### src/rtl/loader_pkg.sv
// rtl/loader_pkg.sv - shared state encoding and baud default for the serial program loader
package loader_pkg;

  localparam logic [2:0] ST_IDLE     = 3'd0;
  localparam logic [2:0] ST_WAIT_LEN = 3'd1;
  localparam logic [2:0] ST_LOAD     = 3'd2;
  localparam logic [2:0] ST_WAIT_SUM = 3'd3;
  localparam logic [2:0] ST_DONE     = 3'd4;
  localparam logic [2:0] ST_ERR      = 3'd5;

  localparam int CLKS_PER_BIT_DEFAULT = 434;

  typedef enum logic [2:0] {
    S_IDLE     = ST_IDLE,
    S_WAIT_LEN = ST_WAIT_LEN,
    S_LOAD     = ST_LOAD,
    S_WAIT_SUM = ST_WAIT_SUM,
    S_DONE     = ST_DONE,
    S_ERR      = ST_ERR
  } loader_state_e;

endpackage

### src/rtl/uart_rx_byte.sv
// rtl/uart_rx_byte.sv - 8N1 UART byte receiver with false-start rejection
module uart_rx_byte
  import loader_pkg::*;
#(
  parameter int CLKS_PER_BIT = CLKS_PER_BIT_DEFAULT
) (
  input  logic       CLOCK_50,
  input  logic       RESETn,
  input  logic       RXD,
  output logic [7:0] rx_data,
  output logic       rx_valid,
  output logic       rx_ferr
);

  localparam int CW = $clog2(CLKS_PER_BIT + 1);
  localparam logic [CW-1:0] HALF_LAST = CW'(CLKS_PER_BIT / 2 - 1);
  localparam logic [CW-1:0] FULL_LAST = CW'(CLKS_PER_BIT - 1);

  typedef enum logic [1:0] {RX_IDLE, RX_START, RX_DATA, RX_STOP} rx_state_e;

  rx_state_e     state_q, state_d;
  logic [CW-1:0] cnt_q, cnt_d;
  logic [2:0]    bit_q, bit_d;
  logic [7:0]    shift_q, shift_d;
  logic          sync1_q, sync2_q, prev_q;
  logic          valid_q, valid_d, ferr_q, ferr_d;

  always_ff @(posedge CLOCK_50 or negedge RESETn) begin
    if (!RESETn) begin
      state_q <= RX_IDLE;
      cnt_q   <= '0;
      bit_q   <= '0;
      shift_q <= '0;
      sync1_q <= 1'b1;
      sync2_q <= 1'b1;
      prev_q  <= 1'b1;
      valid_q <= 1'b0;
      ferr_q  <= 1'b0;
    end else begin
      state_q <= state_d;
      cnt_q   <= cnt_d;
      bit_q   <= bit_d;
      shift_q <= shift_d;
      sync1_q <= RXD;
      sync2_q <= sync1_q;
      prev_q  <= sync2_q;
      valid_q <= valid_d;
      ferr_q  <= ferr_d;
    end
  end

  always_comb begin
    state_d = state_q;
    cnt_d   = cnt_q;
    bit_d   = bit_q;
    shift_d = shift_q;
    valid_d = 1'b0;
    ferr_d  = 1'b0;
    case (state_q)
      RX_IDLE: begin
        if (prev_q && !sync2_q) begin
          state_d = RX_START;
          cnt_d   = '0;
        end
      end
      RX_START: begin
        // Re-check mid start bit; a line back high means a glitch, not a frame
        if (cnt_q == HALF_LAST) begin
          cnt_d   = '0;
          bit_d   = '0;
          state_d = sync2_q ? RX_IDLE : RX_DATA;
        end else begin
          cnt_d = cnt_q + 1'b1;
        end
      end
      RX_DATA: begin
        if (cnt_q == FULL_LAST) begin
          cnt_d   = '0;
          shift_d = {sync2_q, shift_q[7:1]};
          if (bit_q == 3'd7) state_d = RX_STOP;
          else               bit_d   = bit_q + 1'b1;
        end else begin
          cnt_d = cnt_q + 1'b1;
        end
      end
      RX_STOP: begin
        if (cnt_q == FULL_LAST) begin
          cnt_d   = '0;
          state_d = RX_IDLE;
          valid_d = sync2_q;
          ferr_d  = !sync2_q;
        end else begin
          cnt_d = cnt_q + 1'b1;
        end
      end
      default: state_d = RX_IDLE;
    endcase
  end

  assign rx_data  = shift_q;
  assign rx_valid = valid_q;
  assign rx_ferr  = ferr_q;

endmodule

### src/rtl/program_loader.sv
// rtl/program_loader.sv - UART bootloader writing a checksummed image into 256x8 memory
module program_loader
  import loader_pkg::*;
#(
  parameter int CLKS_PER_BIT = CLKS_PER_BIT_DEFAULT
) (
  input  logic       CLOCK_50,
  input  logic       RESETn,
  input  logic       RXD,
  input  logic       START,
  output logic       MemWrite,
  output logic [7:0] ADDR,
  output logic [7:0] Data_in,
  output logic       CPU_HOLD,
  output logic       BUSY,
  output logic       DONE,
  output logic       ERROR,
  output logic [7:0] BYTE_COUNT
);

  logic [7:0] rx_data;
  logic       rx_valid, rx_ferr;

  uart_rx_byte #(.CLKS_PER_BIT(CLKS_PER_BIT)) u_rx (
    .CLOCK_50 (CLOCK_50),
    .RESETn   (RESETn),
    .RXD      (RXD),
    .rx_data  (rx_data),
    .rx_valid (rx_valid),
    .rx_ferr  (rx_ferr)
  );

  loader_state_e state_q, state_d;
  logic [8:0]    len_q, len_d;
  logic [8:0]    cnt_q, cnt_d;
  logic [7:0]    sum_q, sum_d;
  logic [7:0]    addr_q, addr_d;
  logic [7:0]    data_q, data_d;
  logic          we_q, we_d;

  always_ff @(posedge CLOCK_50 or negedge RESETn) begin
    if (!RESETn) begin
      state_q <= S_IDLE;
      len_q   <= '0;
      cnt_q   <= '0;
      sum_q   <= '0;
      addr_q  <= '0;
      data_q  <= '0;
      we_q    <= 1'b0;
    end else begin
      state_q <= state_d;
      len_q   <= len_d;
      cnt_q   <= cnt_d;
      sum_q   <= sum_d;
      addr_q  <= addr_d;
      data_q  <= data_d;
      we_q    <= we_d;
    end
  end

  always_comb begin
    state_d = state_q;
    len_d   = len_q;
    cnt_d   = cnt_q;
    sum_d   = sum_q;
    addr_d  = addr_q;
    data_d  = data_q;
    we_d    = 1'b0;
    case (state_q)
      S_IDLE, S_DONE, S_ERR: begin
        // Any byte arriving here is dropped, including one coincident with START
        if (START) begin
          state_d = S_WAIT_LEN;
          cnt_d   = '0;
          sum_d   = '0;
        end
      end
      S_WAIT_LEN: begin
        if (rx_ferr) begin
          state_d = S_ERR;
        end else if (rx_valid) begin
          len_d   = (rx_data == 8'd0) ? 9'd256 : {1'b0, rx_data};
          state_d = S_LOAD;
        end
      end
      S_LOAD: begin
        if (rx_ferr) begin
          state_d = S_ERR;
        end else if (rx_valid) begin
          we_d   = 1'b1;
          addr_d = cnt_q[7:0];
          data_d = rx_data;
          sum_d  = sum_q + rx_data;
          cnt_d  = cnt_q + 9'd1;
          if (cnt_q + 9'd1 == len_q) state_d = S_WAIT_SUM;
        end
      end
      S_WAIT_SUM: begin
        if (rx_ferr) begin
          state_d = S_ERR;
        end else if (rx_valid) begin
          state_d = (rx_data == sum_q) ? S_DONE : S_ERR;
        end
      end
      default: state_d = S_IDLE;
    endcase
  end

  assign MemWrite   = we_q;
  assign ADDR       = addr_q;
  assign Data_in    = data_q;
  assign BUSY       = (state_q == S_WAIT_LEN) || (state_q == S_LOAD) || (state_q == S_WAIT_SUM);
  assign DONE       = (state_q == S_DONE);
  assign ERROR      = (state_q == S_ERR);
  // A failed load keeps the processor held so it never runs a corrupt image
  assign CPU_HOLD   = BUSY || ERROR;
  assign BYTE_COUNT = cnt_q[8] ? 8'hFF : cnt_q[7:0];

endmodule

### config.mk
export PLATFORM = sky130hd
export DESIGN_NAME = program_loader
export DESIGN_NICKNAME = d
export VERILOG_FILES = /design/src/rtl/loader_pkg.sv /design/src/rtl/uart_rx_byte.sv /design/src/rtl/program_loader.sv
export SDC_FILE = /design/constraint.sdc
export NUM_CORES = 1
export LEC_CHECK = 0
export CORE_UTILIZATION = 35
export CTS_CLUSTER_DIAMETER = 120
export CTS_CLUSTER_SIZE = 28
export DETAILED_ROUTE_END_ITERATION = 10
export PLACE_DENSITY = 0.62
export SLEW_MARGIN = 0
export SYNTH_ARGS = -nofsm -noshare
export SYNTH_HDL_FRONTEND = slang
export SYNTH_SLANG_ARGS = --single-unit
### constraint.sdc
create_clock -name CLOCK_50 -period 3.8 [get_ports CLOCK_50]
set_input_delay 0.76 -clock CLOCK_50 [delete_from_list [all_inputs] [get_ports CLOCK_50]]
set_output_delay 0.76 -clock CLOCK_50 [all_outputs]
set_load 0.02 [all_outputs]
==> results.cfg, run 1 <==
[clock_tree]
clk_pin_slew_worst_paths_ns = 0.07
clkSinkCount = 73
cts_resized = 0
clk_latency_ns = 0.35
clockBufferDepth = 2
htreeDepth = 3
cts_hold_buf = 0
cts_tree = built
cts_setup_buffers = 0
cts_root_buf = clkbuf_8
cts_buffers = 9

[layout]
antennaDiodeCount = 0
num-fill-cells = 1027
nNetsFinal = 431
drive_gt1_share_pct = 14.1
regArea_mm2 = 0.00183
multi_input_area_mm2 = 0.00185
final_util_pct = 42.4
syn2layout_area_growth_pct = 15.9

[logic_synthesis]
syn_inst = 387
synth_fa_ha_area_share_pct = 5.03
syn-cell-area_mm2 = 0.00383
yosysSeqAreaShare_pct = 47.8
synth.most_common_cell = dfrtp_1
synth_top_family_by_area = simple AND/OR/NAND/NOR gates
synth_commonest_cells = dfrtp_1 (70), nand2_1 (68), o21ai_0 (35)
synth.distinct_cells = 62
netlist.area_leader.share_pct = 45.7
synth_area_leaders = dfrtp_1 (46%), nand2_1 (6.7%), mux2_2 (5.0%), o21ai_0 (4.6%), ha_1 (4.2%)
async_flop_share_pct = 100
synth_xor_area_share_pct = 4.80
synth_mux_area_share_pct = 5.26
synth_edf_count = 0
synth_ff_type = dfrtp_1
ys_ff_latch = 73
synth_compound_area_share_pct = 13.7
yosys_warnings = 0
synth-simple-area-share_pct = 19.5
synth_area_leader_cell = dfrtp_1
syn_area_per_cell_um2 = 9.90
syn_nets = 405

[global_routing]
grt.total_usage_pct = 15.0
antenna_found_initial = 0
grt_max_degree = 74
grt_overflow = 0
grt_pass1_vias = 2848
grt_pass1_wl_mm = 13.6

[detailed_routing]
drtIter0Drc = 105
post_drt_wl_per_cell_um = 14.0
vias = 2895
antenna_left = 0
drc_errors = 0
drt_wl_total_mm = 7.78
drt-pass1-iter-count = 4
vias_per_cell = 5.23

[timing]
finalCritPeriodShare_pct = 67.9
clock.fmax_ghz = 0.388
rsz0062_at_grt = false
maxSlewHeadroom_pct = 17.8
setup_ws_ns = 1.22
tightest_slew_ns = 1.23
period_needed_ns = 2.58
hold_viol = 0
setup_viol = 0
setup_tns_ns = 0
whs_ns = 0.359
drv_slew = 0
fin_skew_ns = 0.0162

[critical_path]
path_delay_family = buffers and inverters
crit_type = reg -> out
required_ns = 3.04
crit_arrival_ns = 1.82
crit_fanout = 9
end_kind = output port
critPathBufInv = 1
start_kind = flip-flop
worst_path_max_delay_cell = clkdlybuf4s50_1
r2r_setup_slack_ns = 1.63
slowest_delay_ns = 0.59
cp_cell_sequence = nor2b_1, and2_1, clkdlybuf4s50_1

[job]
drv_cap = 0

[floorplanning]
die_y_um = 107
io_pins = 33
rows = 37
die-area_mm2 = 0.0114
core_mm2 = 0.0105
start_util_pct = 36.6
die_w_um = 107

[status]
status = complete, no violations

[power]
ir_drop_uv = 295
power_w = 0.00180
power.density_mw_per_mm2 = 407
p_leak_nw = 2.07

[placement]
port_buffers = 32
gp_congestion = 0.773
dpl.hpwl_mm = 5.24
post-place-ws_ns = 1.52

[min_path]
hold_path_class = reg -> reg
==> area by class of cell <==
type	instances	share of cell area, %
tap	136	3.83
inverter	11	0.930
sequential	73	41.2
multi-input combinational	285	41.7
clock inverter	4	1.72
clock buffer	12	3.27
timing repair buffer	33	7.33
==> metrics by stage <==
stage	instances	cell area, um^2
5_1_grt	554	4440
3_5_place_dp	538	4220
3_3_place_gp	538	4220
2_1_floorplan	387	3830
4_1_cts	554	4440
6_report	554	4440
==> worst paths after layout <==
path,from,to,cells past startpoint
min in group asynchronous,RESETn,ADDR[6]$_DFFE_PN0P_,1
max reg2reg,u_rx.rx_data[0]$_DFFE_PN0P_,sum_q[6]$_DFFE_PN0P_,8
min,u_rx.sync1_q$_DFF_PN1_,u_rx.sync2_q$_DFF_PN1_,0
max,state_q[0]$_DFFE_PN0P_,ERROR,3
max in group asynchronous,RESETn,u_rx.bit_q[2]$_DFFE_PN0P_,1
min reg2reg,u_rx.sync1_q$_DFF_PN1_,u_rx.sync2_q$_DFF_PN1_,0
==> per-layer routing <==
metal / GRT usage [%] / routed length [um]
met1: 17.7 / 3410
met2: 26.3 / 3960
met3: 3.89 / 281
met4: 4.99 / 131
met5: 0 / 0
==> report_power, final <==
group	internal, W	total (W)	switching (W)
Combinational	0.0000962	0.000219	0.000123
Clock	0.000390	0.000676	0.000286
Sequential	0.000825	0.000910	0.0000847
Total	0.00131	0.00180	0.000494
==> logic make-up after synthesis <==
family	after synthesis
AND/OR/NAND/NOR	150
buffers and inverters	29
adder cells (fa/ha/maj)	15
multiplexers	18
flip-flops	73
XOR/XNOR	21
AO/OA/AOI/OAI	81
==> registers in the layout (all words and copies together), names as in the netlist, 3 cells and up, named ones only <==
register and count:
ADDR 8, Data_in 8, cnt_q 9, len_q 9, state_q 3, sum_q 8
u_rx.bit_q 3, u_rx.cnt_q 9, u_rx.rx_data 8
==> layout by cell type (no fill, tap or decap), drive strengths merged, types with 6 or more instances in the layout <==
cell           count
nand3             12
inv               11
clkdlybuf4s50     31
a21oi             10
mux2              17
or2                8
o21ai             36
ha                13
o31ai              7
and3               7
xnor2             10
nor4               6
clkbuf            12
nand2             69
xor2              11
nor2              22
dfrtp             70
Note: power is estimated with default switching activity, not from simulation.
==> inputs of run 2 (changes only) <==
- clock period: 3.8 -> 2.64 ns (I/O delays scaled with it)
==> results.cfg, run 2 (same netlist as run 1, synthesis figures left out) <==
[placement]
gp_congestion = 0.833
port_buffers = 32
dp_cells = 541
dpl.hpwl_mm = 5.08
post-place-ws_ns = 0.543

[global_routing]
grt.total_usage_pct = 14.8
antenna_found_initial = 0
grt_pass1_vias = 2840
grt_overflow = 0
grt_pass1_wl_mm = 13.4
grt_max_degree = 74

[critical_path]
start_kind = flip-flop
end_kind = output port
crit_arrival_ns = 1.87
required_ns = 2.11
crit_fanout = 9
crit_type = reg -> out
r2r_setup_slack_ns = 0.54

[clock_tree]
cts_tree = built
cts_setup_buffers = 0
clkSinkCount = 73
cts_resized = 0
clk_latency_ns = 0.35
clockBufferDepth = 2
cts_root_buf = clkbuf_8
htreeDepth = 3
clk_pin_slew_worst_paths_ns = 0.08
cts_buffers = 9
cts_hold_buf = 0

[layout]
syn2layout_area_growth_pct = 17.5
reg.largest.list = cnt_q: 9 flops, len_q: 9 flops, u_rx.cnt_q: 9 flops
final_cell_mix = dfrtp_1 (70), nand2_1 (68), o21ai_0 (35)
final_util_pct = 43.0
num-fill-cells = 1039
antennaDiodeCount = 0
layout_commonest_cell = dfrtp_1
drive_gt1_share_pct = 15.2
finalNonFillerCells = 557
nNetsFinal = 434

[floorplanning]
die_y_um = 107
core_mm2 = 0.0105
die-area_mm2 = 0.0114
io_pins = 33
rows = 37
start_util_pct = 36.6
die_w_um = 107

[detailed_routing]
drc_errors = 0
drtIter0Drc = 118
drt_wl_total_mm = 7.63
antenna_left = 0
vias = 2826
drt-pass1-iter-count = 6
vias_per_cell = 5.07
post_drt_wl_per_cell_um = 13.7

[timing]
setup_ws_ns = 0.242
fin_skew_ns = 0.0103
period_needed_ns = 2.40
finalCritPeriodShare_pct = 90.8
maxSlewHeadroom_pct = 38.3
setup_viol = 0
rsz0062_at_grt = false
clock.fmax_ghz = 0.417
hold_viol = 0
drv_slew = 0
tightest_slew_ns = 0.925
setup_tns_ns = 0

[job]
drv_cap = 0

[power]
p_leak_nw = 2.11
ir_drop_uv = 524
power.density_mw_per_mm2 = 611

[min_path]
hold_path_class = in -> async

[status]
status = complete, no violations
## run 2: final timing paths
| kind | startpoint | cells after the start | to |
|---|---|---|---|
| max in group asynchronous | RESETn | 1 | async pin |
| worst max-delay path | state_q[0]$_DFFE_PN0P_ | 3 | ERROR |
| worst min-delay path | RESETn | 1 | cnt_q[5]$_DFFE_PN0P_ |
| worst max register to register | u_rx.rx_data[6]$_DFFE_PN0P_ | 6 | state_q[0]$_DFFE_PN0P_ |
| worst min register to register | u_rx.sync1_q$_DFF_PN1_ | 0 | u_rx.sync2_q$_DFF_PN1_ |
| min in group CLOCK_50 | u_rx.sync1_q$_DFF_PN1_ | 0 | u_rx.sync2_q$_DFF_PN1_ |
## run 2: layer usage
metal  vias up  part of all wire (%)  global-route usage, %
li1       1408                     -                      -
met1      1371                    46                   17.9
met2        39                    49                   25.8
met3         8                   3.9                   4.19
met4         0                  0.72                   3.82
met5         -                     0                      0
## run 2: per-stage QoR
step	total power (W)	cell area (um^2)	hold slack, ns
2_1_floorplan	0.00153	3830	0.232
3_3_place_gp	0.00165	4240	0.347
3_5_place_dp	0.00166	4240	0.350
4_1_cts	0.00279	4500	0.346
5_1_grt	0.00289	4500	0.366
6_report	0.00275	4500	0.293
## run 2: final cells by class
type	count	area, um^2	area share, %
clock buffer	12	165	3.67
clock inverter	4	97.6	2.17
inverter	11	41.3	0.917
multi-input combinational	285	1850	41.1
sequential	73	1830	40.7
tap	136	170	3.78
timing repair buffer	36	348	7.72
## run 2: where the power goes
part | switching [W] | internal, W
clock network | 0.000412 | 0.000705
logic | 0.000182 | 0.000142
registers | 0.000123 | 0.00119
total | 0.000716 | 0.00204
## run 2: worst max-delay path, cell delays in order, from the launching register on
cell and delay, ns:
dfrtp_1 0.51, nor2b_1 0.27, and2_1 0.16, clkdlybuf4s50_1 0.59
